==> src/rtl/sigma_pkg.sv <==
// Shared constants and helpers for the sigma multiplexed accumulator.
package sigma_pkg;

   localparam int DW_DEF       = 8;
   localparam int WIN_LOG2_DEF = 4;

   // Result width: sample width plus enough headroom for a full window.
   function automatic int ow_of(input int dw, input int win_log2);
      return dw + win_log2;
   endfunction

   localparam int OW_DEF = ow_of(DW_DEF, WIN_LOG2_DEF);

   // Sign-magnitude (sign in bit dw-1) to two's complement, sign-extended
   // to 32 bits. Negative zero maps to zero because -0 == 0.
   function automatic logic signed [31:0] sm_to_tc(input logic [31:0] sm,
                                                   input int          dw);
      logic [31:0] mag;
      logic        sgn;
      mag = sm & ((32'd1 << (dw - 1)) - 32'd1);
      sgn = sm[dw-1];
      if (sgn)
         return -$signed(mag);
      else
         return $signed(mag);
   endfunction

endpackage

==> src/rtl/sigma_rr_arb.sv <==
// Round-robin arbiter: grants one requester per cycle, search starts at ptr.
module sigma_rr_arb
#(
   parameter  int NCH = 4,
   localparam int CW  = (NCH > 1) ? $clog2(NCH) : 1
)
(
   input  logic           clk,
   input  logic           res,
   input  logic           clr,
   input  logic [NCH-1:0] req,
   output logic [NCH-1:0] gnt_oh,
   output logic [CW-1:0]  gnt_idx,
   output logic           gnt_vld
);

   logic [CW-1:0] ptr;

   // First pending requester found walking upward from ptr with wrap.
   always_comb begin
      int            j;
      logic [CW-1:0] j_idx;
      j       = 0;
      j_idx   = '0;
      gnt_vld = 1'b0;
      gnt_idx = '0;
      for (int i = 0; i < NCH; i++) begin
         j     = (int'(ptr) + i) % NCH;
         j_idx = CW'(j);
         if (!gnt_vld && req[j_idx]) begin
            gnt_vld = 1'b1;
            gnt_idx = j_idx;
         end
      end
   end

   assign gnt_oh = gnt_vld ? (NCH'(1) << gnt_idx) : '0;

   // Pointer moves just past the last winner; holds when idle.
   always_ff @(posedge clk or posedge res) begin
      if (res)
         ptr <= '0;
      else if (clr)
         ptr <= '0;
      else if (gnt_vld)
         ptr <= (gnt_idx == CW'(NCH - 1)) ? '0 : gnt_idx + 1'b1;
   end

endmodule

==> src/rtl/sigma_mux_sched.sv <==
// Time-shared window accumulator: NCH sample channels share one adder,
// each emits a tagged sum every 2**WIN_LOG2 accepted samples.
module sigma_mux_sched
   import sigma_pkg::*;
#(
   parameter  int NCH      = 4,
   parameter  int DW       = DW_DEF,
   parameter  int WIN_LOG2 = WIN_LOG2_DEF,
   localparam int OW       = ow_of(DW, WIN_LOG2),
   localparam int CW       = (NCH > 1) ? $clog2(NCH) : 1
)
(
   input  logic              clk,
   input  logic              res,
   input  logic              clr,
   input  logic [NCH*DW-1:0] data_in,
   input  logic [NCH-1:0]    syn_in,
   output logic [OW-1:0]     data_out,
   output logic [CW-1:0]     ch_out,
   output logic              syn_out,
   output logic [NCH-1:0]    overrun
);

   localparam logic [WIN_LOG2-1:0] CNT_LAST = '1;

   logic [NCH-1:0]       syn_q;
   logic [NCH-1:0]       edge_v;
   logic [NCH-1:0]       pend;
   logic [NCH-1:0]       gnt_oh;
   logic [CW-1:0]        gnt_idx;
   logic                 gnt_vld;
   logic [DW-1:0]        pdata [NCH];
   logic signed [OW-1:0] sum   [NCH];
   logic [WIN_LOG2-1:0]  cnt   [NCH];
   logic [DW-1:0]        gnt_data;
   logic [31:0]          tc32;
   logic signed [OW-1:0] gnt_val;
   logic signed [OW-1:0] win_sum;
   logic                 win_done;
   logic                 unused_tc_hi;

   sigma_rr_arb #(.NCH(NCH)) u_arb (
      .clk     (clk),
      .res     (res),
      .clr     (clr),
      .req     (pend),
      .gnt_oh  (gnt_oh),
      .gnt_idx (gnt_idx),
      .gnt_vld (gnt_vld)
   );

   assign edge_v   = syn_in & ~syn_q;
   assign gnt_data = pdata[gnt_idx];
   assign tc32     = sm_to_tc({{(32-DW){1'b0}}, gnt_data}, DW);
   assign gnt_val  = tc32[OW-1:0];
   // Upper bits are pure sign extension; the window sum cannot overflow OW.
   assign unused_tc_hi = ^tc32[31:OW];
   assign win_done = gnt_vld && (cnt[gnt_idx] == CNT_LAST);
   assign win_sum  = sum[gnt_idx] + gnt_val;

   // Strobe edge detect, sample capture, pending and sticky overrun flags.
   // A grant and a new edge in the same cycle keep pend set without overrun.
   always_ff @(posedge clk or posedge res) begin
      if (res) begin
         syn_q   <= '0;
         pend    <= '0;
         overrun <= '0;
         for (int c = 0; c < NCH; c++)
            pdata[c] <= '0;
      end else if (clr) begin
         syn_q   <= '0;
         pend    <= '0;
         overrun <= '0;
         for (int c = 0; c < NCH; c++)
            pdata[c] <= '0;
      end else begin
         syn_q   <= syn_in;
         pend    <= edge_v | (pend & ~gnt_oh);
         overrun <= overrun | (edge_v & pend & ~gnt_oh);
         for (int c = 0; c < NCH; c++)
            if (edge_v[c])
               pdata[c] <= data_in[c*DW +: DW];
      end
   end

   // Per-channel partial sums and sample counts, updated only for the grantee.
   always_ff @(posedge clk or posedge res) begin
      if (res) begin
         for (int c = 0; c < NCH; c++) begin
            sum[c] <= '0;
            cnt[c] <= '0;
         end
      end else if (clr) begin
         for (int c = 0; c < NCH; c++) begin
            sum[c] <= '0;
            cnt[c] <= '0;
         end
      end else if (gnt_vld) begin
         if (win_done) begin
            sum[gnt_idx] <= '0;
            cnt[gnt_idx] <= '0;
         end else begin
            sum[gnt_idx] <= win_sum;
            cnt[gnt_idx] <= cnt[gnt_idx] + 1'b1;
         end
      end
   end

   // Result register: pulse on window completion, hold value and tag otherwise.
   always_ff @(posedge clk or posedge res) begin
      if (res) begin
         data_out <= '0;
         ch_out   <= '0;
         syn_out  <= 1'b0;
      end else if (clr) begin
         data_out <= '0;
         ch_out   <= '0;
         syn_out  <= 1'b0;
      end else begin
         syn_out <= win_done;
         if (win_done) begin
            data_out <= win_sum;
            ch_out   <= gnt_idx;
         end
      end
   end

endmodule

==> config.mk <==
export PLATFORM = sky130hd
export DESIGN_NAME = sigma_mux_sched
export DESIGN_NICKNAME = d
export VERILOG_FILES = /design/src/rtl/sigma_pkg.sv /design/src/rtl/sigma_rr_arb.sv /design/src/rtl/sigma_mux_sched.sv
export SDC_FILE = /design/constraint.sdc
export NUM_CORES = 1
export LEC_CHECK = 0
export CAP_MARGIN = 20
export CORE_ASPECT_RATIO = 0.7
export CORE_UTILIZATION = 55
export CTS_CLUSTER_DIAMETER = 200
export DETAILED_ROUTE_END_ITERATION = 10
export PLACE_DENSITY = 0.74
export SYNTH_ARGS = -nofsm -noshare
export SYNTH_HDL_FRONTEND = slang
export SYNTH_HIERARCHICAL = 1
export SYNTH_SLANG_ARGS = --single-unit
==> constraint.sdc <==
create_clock -name clk -period 5.95 [get_ports clk]
set_input_delay 1.19 -clock clk [delete_from_list [all_inputs] [get_ports clk]]
set_output_delay 1.19 -clock clk [all_outputs]
set_load 0.005 [all_outputs]
==> qor.yml, run 1 <==
outcome:
  status: "complete, no violations"
finish:
  nets: 760
  multiInputGateArea_mm2: 0.00310
  fillers: 879
  final_core_utilization_pct: 69.1
  seqCellArea_mm2: 0.00313
  area_growth_pct: 20.2
  fin_area_mm2: 0.00775
  layout_common_cells: "125 x dfrtp_1, 109 x nand2_1, 95 x a21oi_1"
  layout_commonest_cell: "dfrtp_1"
  drive_gt1_share_pct: 11.2
  insertedDiodeCount: 0
clock_network:
  ctsHtreeMaxLevel: 4
  postCtsSetupRepairBufs: 0
  clkTransAtPathRegs_ps: 60
  cts_hold_buffers: 0
  cts_buffer_depth: 2
  cts_num_sinks: 125
  cts-resized-gates: 0
  clock-root-buffer: "clkbuf_16"
  clock_latency_ps: 420
  tritoncts.num_buffers: 17
  tritoncts: "built"
critical_path:
  r2r_slack_ps: 1020
  worstSetupPathType: "flip-flop to flip-flop"
  arrival_ps: 5280
  endpoint_kind: "flip-flop"
  crit_fanout: 20
  slowest_delay_ps: 650
  required_ps: 6290
  critPathSlowestCell: "nor2_4"
  cp-start-kind: "flip-flop"
  cp_cell_sequence: "mux2i_1 > nor2_1 > nor2_4 > mux4_2 > or3_1 > or3_1 > nand2_1 > xnor2_1 > ha_1 > nor2_1 > o211ai_1 > o211ai_1 > o21ai_0 > xor2_1 > nand2_1 > a21oi_1"
timing:
  max_freq_ghz: 0.203
  hold_violations: 0
  drv_slew: 0
  worst_slew_pin_slew_ps: 896
  fin_skew_ps: 7.47
  tns_ps: 0
  maxSlewHeadroom_pct: 40.1
  rsz0062_at_grt: "false"
  post-route-min-period_ps: 4930
  hold_ws_ps: 504
  min_period_over_period_pct: 82.9
  setup_viol: 0
grt:
  antenna_found_initial: 0
  grt_overflow: 0
  gr-usage-all-layers_pct: 28.6
  grt_pass1_vias: 5165
  grt_first_pass_wirelength_um: 26600
  grt_max_degree: 83
placed_design:
  placed_cell_area_mm2: 0.00707
  finalWeightedCongestion: 0.864
  portBuffers: 57
  dp_hpwl_um: 10700
yosys:
  yosys_warnings: 6
  synth_seq_cells: 125
  synth_area_mm2: 0.00645
  syn_nets: 724
  synth.distinct_cells: 52
  synthCells: 667
  avgSynthCellArea_um2: 9.67
  async_reset_ff_share_pct: 100
  synth_top_flop_cell: "dfrtp_1"
  yosysSeqAreaShare_pct: 48.5
  synth_edf_count: 0
power_and_ir_drop:
  p_per_area_mw_per_mm2: 344
  peakVddDrop_mv: 0.252
  leakagePower_nw: 3.42
  p_total_w: 0.00267
drt:
  dr.pass1.iters: 5
  vias: 5217
  drc: 0
  wire_per_inst_um: 18.5
  drt_iter0_markers: 395
  ant_nets: 0
  vias_per_cell: 6.00
  drt-total-wl_um: 16100
floorplan:
  die_x_um: 131
  num_rows: 32
  initial_core_util_pct: 57.5
  core_area_mm2: 0.0112
  pin_count: 58
  die_area_mm2: 0.0122
  die_h_um: 92.6
hold_path:
  hold_class: "flip-flop to flip-flop"
job:
  max-cap-violations: 0
[Yosys cell counts (all sizes together), types with 2 or more instances]
cell type	count	area, µm²
nor3	17	90.1
a21o	3	22.5
nor2b	15	93.8
xor2	6	52.6
inv	10	37.5
dfrtp	125	3130
clkbuf	36	135
mux2i	5	50.1
o211ai	2	15.0
a211oi	5	37.5
or3	4	30.0
ha	17	213
nand3	4	20.0
a22oi	3	22.5
and2	6	42.5
o21a	6	45.0
o21ai	8	40.0
o31ai	3	22.5
o32ai	2	25.0
o21ba	4	40.0
and3	2	12.5
nand2	109	409
a22o	12	105
mux4	24	541
a32oi	4	35.0
a21oi	95	475
nand2b	10	62.6
nor2	94	353
o31a	2	17.5
xnor2	11	104
buf	10	58.8
[metrics by stage]
| step | cells | setup WS, ps |
|---|---|---|
| finish | 869 | 1020 |
| floorplan | 667 | 1490 |
| detailed placement | 837 | 1140 |
| global placement | 837 | 1330 |
| global route | 869 | 660 |
| CTS | 869 | 1080 |
[worst paths after layout]
check / from / endpoint / cells past startpoint
worst min-delay path: sum[10] / sum[10] / 1
min in group asynchronous: res / u_arb/ptr[0] / 2
worst max-delay path: u_arb/ptr[1] / data_out[9] / 16
max in group asynchronous: res / sum[45] / 3
worst min register to register: sum[10] / sum[10] / 1
worst max register to register: u_arb/ptr[1] / data_out[9] / 16
[where the power goes]
part | internal [W] | switching [W]
Combinational | 0.000203 | 0.000323
Clock | 0.000793 | 0.000408
Sequential | 0.000902 | 0.0000382
Total | 0.00190 | 0.000768
[worst max-delay path: cells and delay by family (launching register included)]
family	cells	cell delay, ps
XOR/XNOR	2	540
multiplexers	2	960
AO/OA/AOI/OAI	4	700
AND/OR/NAND/NOR	7	1890
adder cells (fa/ha/maj)	1	250
flip-flops	1	500
[flip-flops by register name, indices dropped and copies added, names as in the netlist]
signal,flops
sum,48
syn_out,1
syn_q,4
pend,4
pdata,32
data_out,12
cnt,16
overrun,4
ch_out,2
u_arb/ptr,2
[cell families after synthesis]
group,after synthesis,synth area share [%]
compound gates,155,14.7
xor+xnor,17,2.42
fa+ha+maj,18,3.61
buf+inv,56,3.59
flops,125,48.5
mux,29,9.16
simple gates,267,18.0
[routing by layer]
layer | wire length (µm) | vias up | track usage [%]
li1 | - | 2375 | -
met1 | 7390 | 2633 | 40.9
met2 | 7390 | 183 | 43.3
met3 | 1040 | 26 | 6.68
met4 | 244 | 0 | 9.50
met5 | 0 | - | 0
[layout make-up]
type	count	area share, %
Inverter	10	0.517
Tap cell	153	2.47
Multi-Input combinational cell	486	40.0
Clock inverter	15	3.28
Clock buffer	17	5.49
Timing Repair Buffer	63	7.91
Sequential cell	125	40.4
No activity file was read; power rests on OpenSTA's default activity.
==> inputs of run 2 (changes only) <==
clock period = 4.7 ns   (was 5.95 ns; I/O delays follow)
==> qor.yml, run 2 (synthesis results as in run 1) <==
grt:
  antenna_found_initial: 0  # unchanged
  grt_pass1_vias: 5341  # +3.4%
  use_met1_pct: 40.9  # about the same
  grt_max_degree: 88  # +6.0%
  grt_first_pass_wirelength_um: 27200  # +2.1%
  grtUsageMet3_pct: 5.47  # -1.2 points
  gr-usage-all-layers_pct: 29.1  # +0.49 points
  grt_overflow: 0  # unchanged
  top_usage_layer: "met2"
  use_met2_pct: 46.2  # +2.9 points
critical_path:
  arrival_ps: 4750  # -530 ps
  cp-start-kind: "flip-flop"
  required_ps: 5030  # -1260 ps
  cp_num_buf_inv: 2  # +2
  r2r_slack_ps: 270  # -750 ps
  crit_start: "u_arb/ptr[1]"
  critPathSlowestCell: "mux4_2"
  slowest_delay_ps: 580  # -70 ps
  ff2ff_path_depth: 14  # -2
  reg2reg_to: "data_out[9]"
  endpoint_kind: "flip-flop"
  crit_fanout: 17  # -15%
  worst-path-stages: 14  # -2
  crit_family: "compound AO/OA/AOI/OAI gates"
  crit_path_end: "data_out[9]"
  worstSetupPathType: "flip-flop to flip-flop"
  cp_cell_sequence: "a21o_1 > a21oi_1 > o22a_1 > buf_4 > buf_4 > mux4_2 > ha_1 > o21ai_0 > o211ai_1 > o211ai_1 > o21ai_0 > xor2_1 > nand2_1 > a21oi_1"
  r2r_start: "u_arb/ptr[1]"
timing:
  hold_violations: 0  # unchanged
  worst_slew_pin_slew_ps: 905  # +9.10 ps
  post-route-min-period_ps: 4430  # -505 ps
  tns_ps: 0  # unchanged
  drv_slew: 0  # unchanged
  rsz0062_at_grt: "false"
  layout_setup_ws_ps: 273  # -745 ps
  max_freq_ghz: 0.226  # +11%
  maxSlewHeadroom_pct: 39.5  # -0.61 points
  hold_ws_ps: 508  # +3.27 ps
  min_period_over_period_pct: 94.2  # +11 points
  fin_skew_ps: 9.14  # +1.66 ps
  setup_viol: 0  # unchanged
finish:
  drive_gt1_share_pct: 12.2  # +1.0 points
  final_core_utilization_pct: 69.5  # +0.33 points
  insertedDiodeCount: 0  # unchanged
  top_regs: "sum: 48 flops, pdata: 32 flops, cnt: 16 flops"
  area_growth_pct: 20.7
  layout_commonest_cell: "dfrtp_1"
  largest_register_ffs: 48  # unchanged
  fillers: 838  # -4.7%
  top_register: "sum"
  layout_common_cells: "125 x dfrtp_1, 109 x nand2_1, 95 x a21oi_1"
  nets: 766  # +0.79%
clock_network:
  clock-root-buffer: "clkbuf_16"
  clkTransAtPathRegs_ps: 60  # about the same
  clock_latency_ps: 410  # about the same
  tritoncts.num_buffers: 17  # unchanged
  cts_num_sinks: 125  # unchanged
  ctsHtreeMaxLevel: 4  # unchanged
  cts_buffer_depth: 2  # unchanged
  tritoncts: "built"
job:
  max-cap-violations: 0  # unchanged
power_and_ir_drop:
  peakVddDrop_mv: 0.307  # +22%
  p_total_w: 0.00328  # +23%
  p_per_area_mw_per_mm2: 421  # +22%
  leakagePower_nw: 3.43  # +0.32%
drt:
  ant_nets: 0  # unchanged
  drt_iter0_markers: 610  # +54%
  wire_per_inst_um: 18.6  # +0.53%
  drt-total-wl_um: 16300  # +1.2%
  vias_per_cell: 5.94  # -1.1%
  dr.pass1.iters: 5  # unchanged
  drc: 0  # unchanged
  vias: 5195  # -0.42%
placed_design:
  place_ws_ps: 222  # -916 ps
  dp_hpwl_um: 10900  # +1.7%
  portBuffers: 57  # unchanged
  finalWeightedCongestion: 0.828  # -4.2%
floorplan:
  die_area_mm2: 0.0122  # unchanged
  pin_count: 58  # unchanged
  num_rows: 32  # unchanged
  core_area_mm2: 0.0112  # unchanged
  initial_core_util_pct: 57.5  # unchanged
  die_x_um: 131  # unchanged
  die_h_um: 92.6  # unchanged
outcome:
  status: "complete, no violations"
hold_path:
  hold_class: "flip-flop to flip-flop"
run 2: how the worst min path moves through the flow:
| stage | start | to | slack (ps) | depth (start not counted) |
|---|---|---|---|---|
| after global placement | sum[22] | sum[22] | 490 | 1 |
| final | sum[11] | sum[11] | 510 | 1 |
| after detailed placement | sum[35] | sum[35] | 490 | 1 |
| after global routing | sum[35] | sum[35] | 530 | 1 |
| after floorplan | sum[33] | sum[33] | 470 | 1 |
| after CTS | sum[33] | sum[33] | 510 | 1 |
run 2: through the flow:
stage	std cells	instance area [µm²]
floorplan	667	6450
global placement	839	7100
detailed placement	839	7100
CTS	871	7720
global route	875	7790
finish	875	7790
run 2: layout make-up:
type	instances	area, µm²	share of cell area, %
Timing Repair Buffer	69	683	8.77
Sequential cell	125	3130	40.2
Clock inverter	13	189	2.43
Clock buffer	19	433	5.56
Inverter	10	40.0	0.514
Multi-Input combinational cell	486	3120	40.1
Tap cell	153	191	2.46
run 2: worst reg2reg max path, delay by kind of cell, from the launching register on:
kind,cells,cell delay (ps)
xor gates and xnor gates,1,350
and+or+nand+nor,1,100
muxes,1,590
AOI/OAI and AO/OA,8,1820
DFF,1,460
buffers and inverters,2,670
adders and majority gates,1,350
run 2: layer usage:
metal,wire length [µm],up-vias
met5,0,-
met4,189,0
met3,998,21
met2,7730,179
met1,7350,2608
li1,-,2387
run 2: timing repair:
| action | in CTS | in global routing |
|---|---|---|
| endpoints found under the setup margin | 0 | 33 |
| buffers inserted | 0 | 4 |
| hold buffers | 0 | 0 |
| gates resized for setup | 0 | 5 |
run 2: power breakdown:
| group | switching (W) | internal [W] |
|---|---|---|
| registers | 0.0000463 | 0.00114 |
| logic | 0.000426 | 0.000278 |
| clock network | 0.000495 | 0.000891 |
| total | 0.000968 | 0.00231 |
==> inputs of run 3 (changes only) <==
HOLD_SLACK_MARGIN = 0.15   (was unset)
clock period = 5.5 ns   (was 4.7 ns; I/O delays follow)
==> qor.yml, run 3 (synthesis results as in run 1) <==
power_and_ir_drop:
  clkPwrFrac_pct: 40.3  # -2.0 points
  p_sw_share_pct: 30.8  # +1.2 points
  switchingPower_w: 0.000819  # -15%
  leakagePower_nw: 3.38  # -1.5%
  p_per_area_mw_per_mm2: 347  # -18%
  peakVddDrop_mv: 0.217  # -29%
  comb_power_share_pct: 21.6  # about the same
  p_seq_share_pct: 38.1  # +1.8 points
  intPower_w: 0.00184  # -20%
finish:
  top_register: "sum"
  layout_commonest_cell: "dfrtp_1"
  largest_register_ffs: 48  # unchanged
  final_cells: 871  # -0.46%
  layout_common_cells: "125 x dfrtp_1, 109 x nand2_1, 95 x a21oi_1"
  area_growth_pct: 19.0
  drive_gt1_share_pct: 11.4  # -0.77 points
  nets: 762  # -0.52%
  top_regs: "sum: 48 flops, pdata: 32 flops, cnt: 16 flops"
  insertedDiodeCount: 0  # unchanged
job:
  max-cap-violations: 0  # unchanged
timing:
  fin_skew_ps: 11.7  # +2.55 ps
  rsz0062_at_grt: "false"
  setup_viol: 0  # unchanged
  hold_ws_ps: 501  # -7.01 ps
  min_period_over_period_pct: 88.2  # -6.0 points
  hold_violations: 0  # unchanged
  drv_slew: 0  # unchanged
  post-route-min-period_ps: 4850  # +424 ps
  maxSlewHeadroom_pct: 39.5  # -0.068 points
  max_freq_ghz: 0.206  # -8.7%
  tns_ps: 0  # unchanged
  worst_slew_pin_slew_ps: 906  # +1.02 ps
floorplan:
  num_rows: 32  # unchanged
  die_h_um: 92.6  # unchanged
  die_area_mm2: 0.0122  # unchanged
  die_x_um: 131  # unchanged
  pin_count: 58  # unchanged
  core_area_mm2: 0.0112  # unchanged
  initial_core_util_pct: 57.5  # unchanged
placed_design:
  dp_cells: 837  # -0.24%
  portBuffers: 57  # unchanged
  finalWeightedCongestion: 0.919  # +11%
  dp_hpwl_um: 10600  # -2.5%
drt:
  wire_per_inst_um: 18.3  # -1.3%
  drc: 0  # unchanged
  vias_per_cell: 6.01  # +1.3%
  drt-total-wl_um: 16000  # -1.7%
  vias: 5238  # +0.83%
  ant_nets: 0  # unchanged
  dr.pass1.iters: 5  # unchanged
  drt_iter0_markers: 440  # -28%
critical_path:
  crit_family: "simple AND/OR/NAND/NOR gates"
  crit_fanout: 20  # +3
  required_ps: 5850  # +820 ps
  cp_num_buf_inv: 0  # -2
  arrival_ps: 5200  # +450 ps
  slowest_delay_ps: 650  # +70 ps
  cp-start-kind: "flip-flop"
  endpoint_kind: "flip-flop"
  critPathSlowestCell: "nor2_4"
  cp_cell_sequence: "mux2i_1 > nor2_1 > nor2_4 > mux4_2 > or3_1 > or3_1 > nand2_1 > xnor2_1 > ha_1 > o21a_1 > o21ai_0 > nand2b_1 > nand3_1 > o21ai_0 > xor2_1 > a22o_1"
  worstSetupPathType: "flip-flop to flip-flop"
clock_network:
  ctsHtreeMaxLevel: 4  # unchanged
  tritoncts.num_buffers: 17  # unchanged
  cts_hold_buffers: 0  # unchanged
  cts_num_sinks: 125  # unchanged
  clkTransAtPathRegs_ps: 60  # about the same
  cts_buffer_depth: 2  # unchanged
  clock_latency_ps: 420  # about the same
  postCtsSetupRepairBufs: 0  # unchanged
  cts-resized-gates: 0  # unchanged
  clock-root-buffer: "clkbuf_16"
  tritoncts: "built"
grt:
  use_met2_pct: 44.2  # -1.9 points
  antenna_found_initial: 0  # unchanged
  grt_overflow: 0  # unchanged
  use_met1_pct: 40.2  # -0.70 points
  grt_pass1_vias: 5266  # -1.4%
  top_usage_layer: "met2"
  grt_max_degree: 83  # -5.7%
  grt_first_pass_wirelength_um: 26800  # -1.5%
  grtUsageMet3_pct: 6.02  # +0.55 points
  gr-usage-all-layers_pct: 28.5  # -0.59 points
hold_path:
  hold_class: "flip-flop to flip-flop"
outcome:
  status: "complete, no violations"
[run 3: worst paths after layout]
path                                     end    startpoint  depth (start not counted)  slack, ps
max in group asynchronous            sum[45]           res                          3       3690
worst max register to register       sum[46]  u_arb/ptr[1]                         16        650
worst min register to register       sum[33]       sum[33]                          1        500
worst min-delay path                 sum[33]       sum[33]                          1        500
worst max-delay path                 sum[46]  u_arb/ptr[1]                         16        650
min in group asynchronous       u_arb/ptr[0]           res                          2        920
[run 3: worst reg2reg max path: stages, from the launching register on]
cell and delay, ps:
dfrtp_1 470, mux2i_1 300, nor2_1 150, nor2_4 650
mux4_2 650, or3_1 440, or3_1 370, nand2_1 100
xnor2_1 70, ha_1 350, o21a_1 140, o21ai_0 70
nand2b_1 100, nand3_1 70, o21ai_0 210, xor2_1 440
a22o_1 210
[run 3: final cells by class]
| cell class | count | area, µm² |
|---|---|---|
| Clock inverter | 13 | 115 |
| Timing Repair Buffer | 65 | 648 |
| Inverter | 10 | 40.0 |
| Multi-Input combinational cell | 486 | 3100 |
| Fill cell | 862 | 3540 |
| Sequential cell | 125 | 3130 |
| Tap cell | 153 | 191 |
| Clock buffer | 19 | 453 |
[run 3: routing by layer]
metal  up-vias  wire, µm
li1       2396         -
met1      2629      7350
met2       186      7380
met3        27       990
met4         0       256
met5         -         0
[run 3: power groups by stage]
stage / clock (W) / combinational, W / sequential [W]
4_1_cts: 0.00108 / 0.000567 / 0.00101
2_1_floorplan: 0 / 0.000426 / 0.00101
6_report: 0.00107 / 0.000574 / 0.00102
3_5_place_dp: 0 / 0.000560 / 0.00103
5_1_grt: 0.00113 / 0.000630 / 0.00102
3_3_place_gp: 0 / 0.000544 / 0.00103
[run 3: per-stage QoR]
step | utilization (%) | instance area, µm² | total power, W | worst slack (ps)
4_1_cts | 68.1 | 7640 | 0.00266 | 651
5_1_grt | 68.4 | 7670 | 0.00278 | 277
3_5_place_dp | 63.1 | 7070 | 0.00159 | 692
2_1_floorplan | - | 6450 | 0.00144 | 1130
3_3_place_gp | 63.1 | 7070 | 0.00157 | 967
6_report | 68.4 | 7670 | 0.00266 | 650
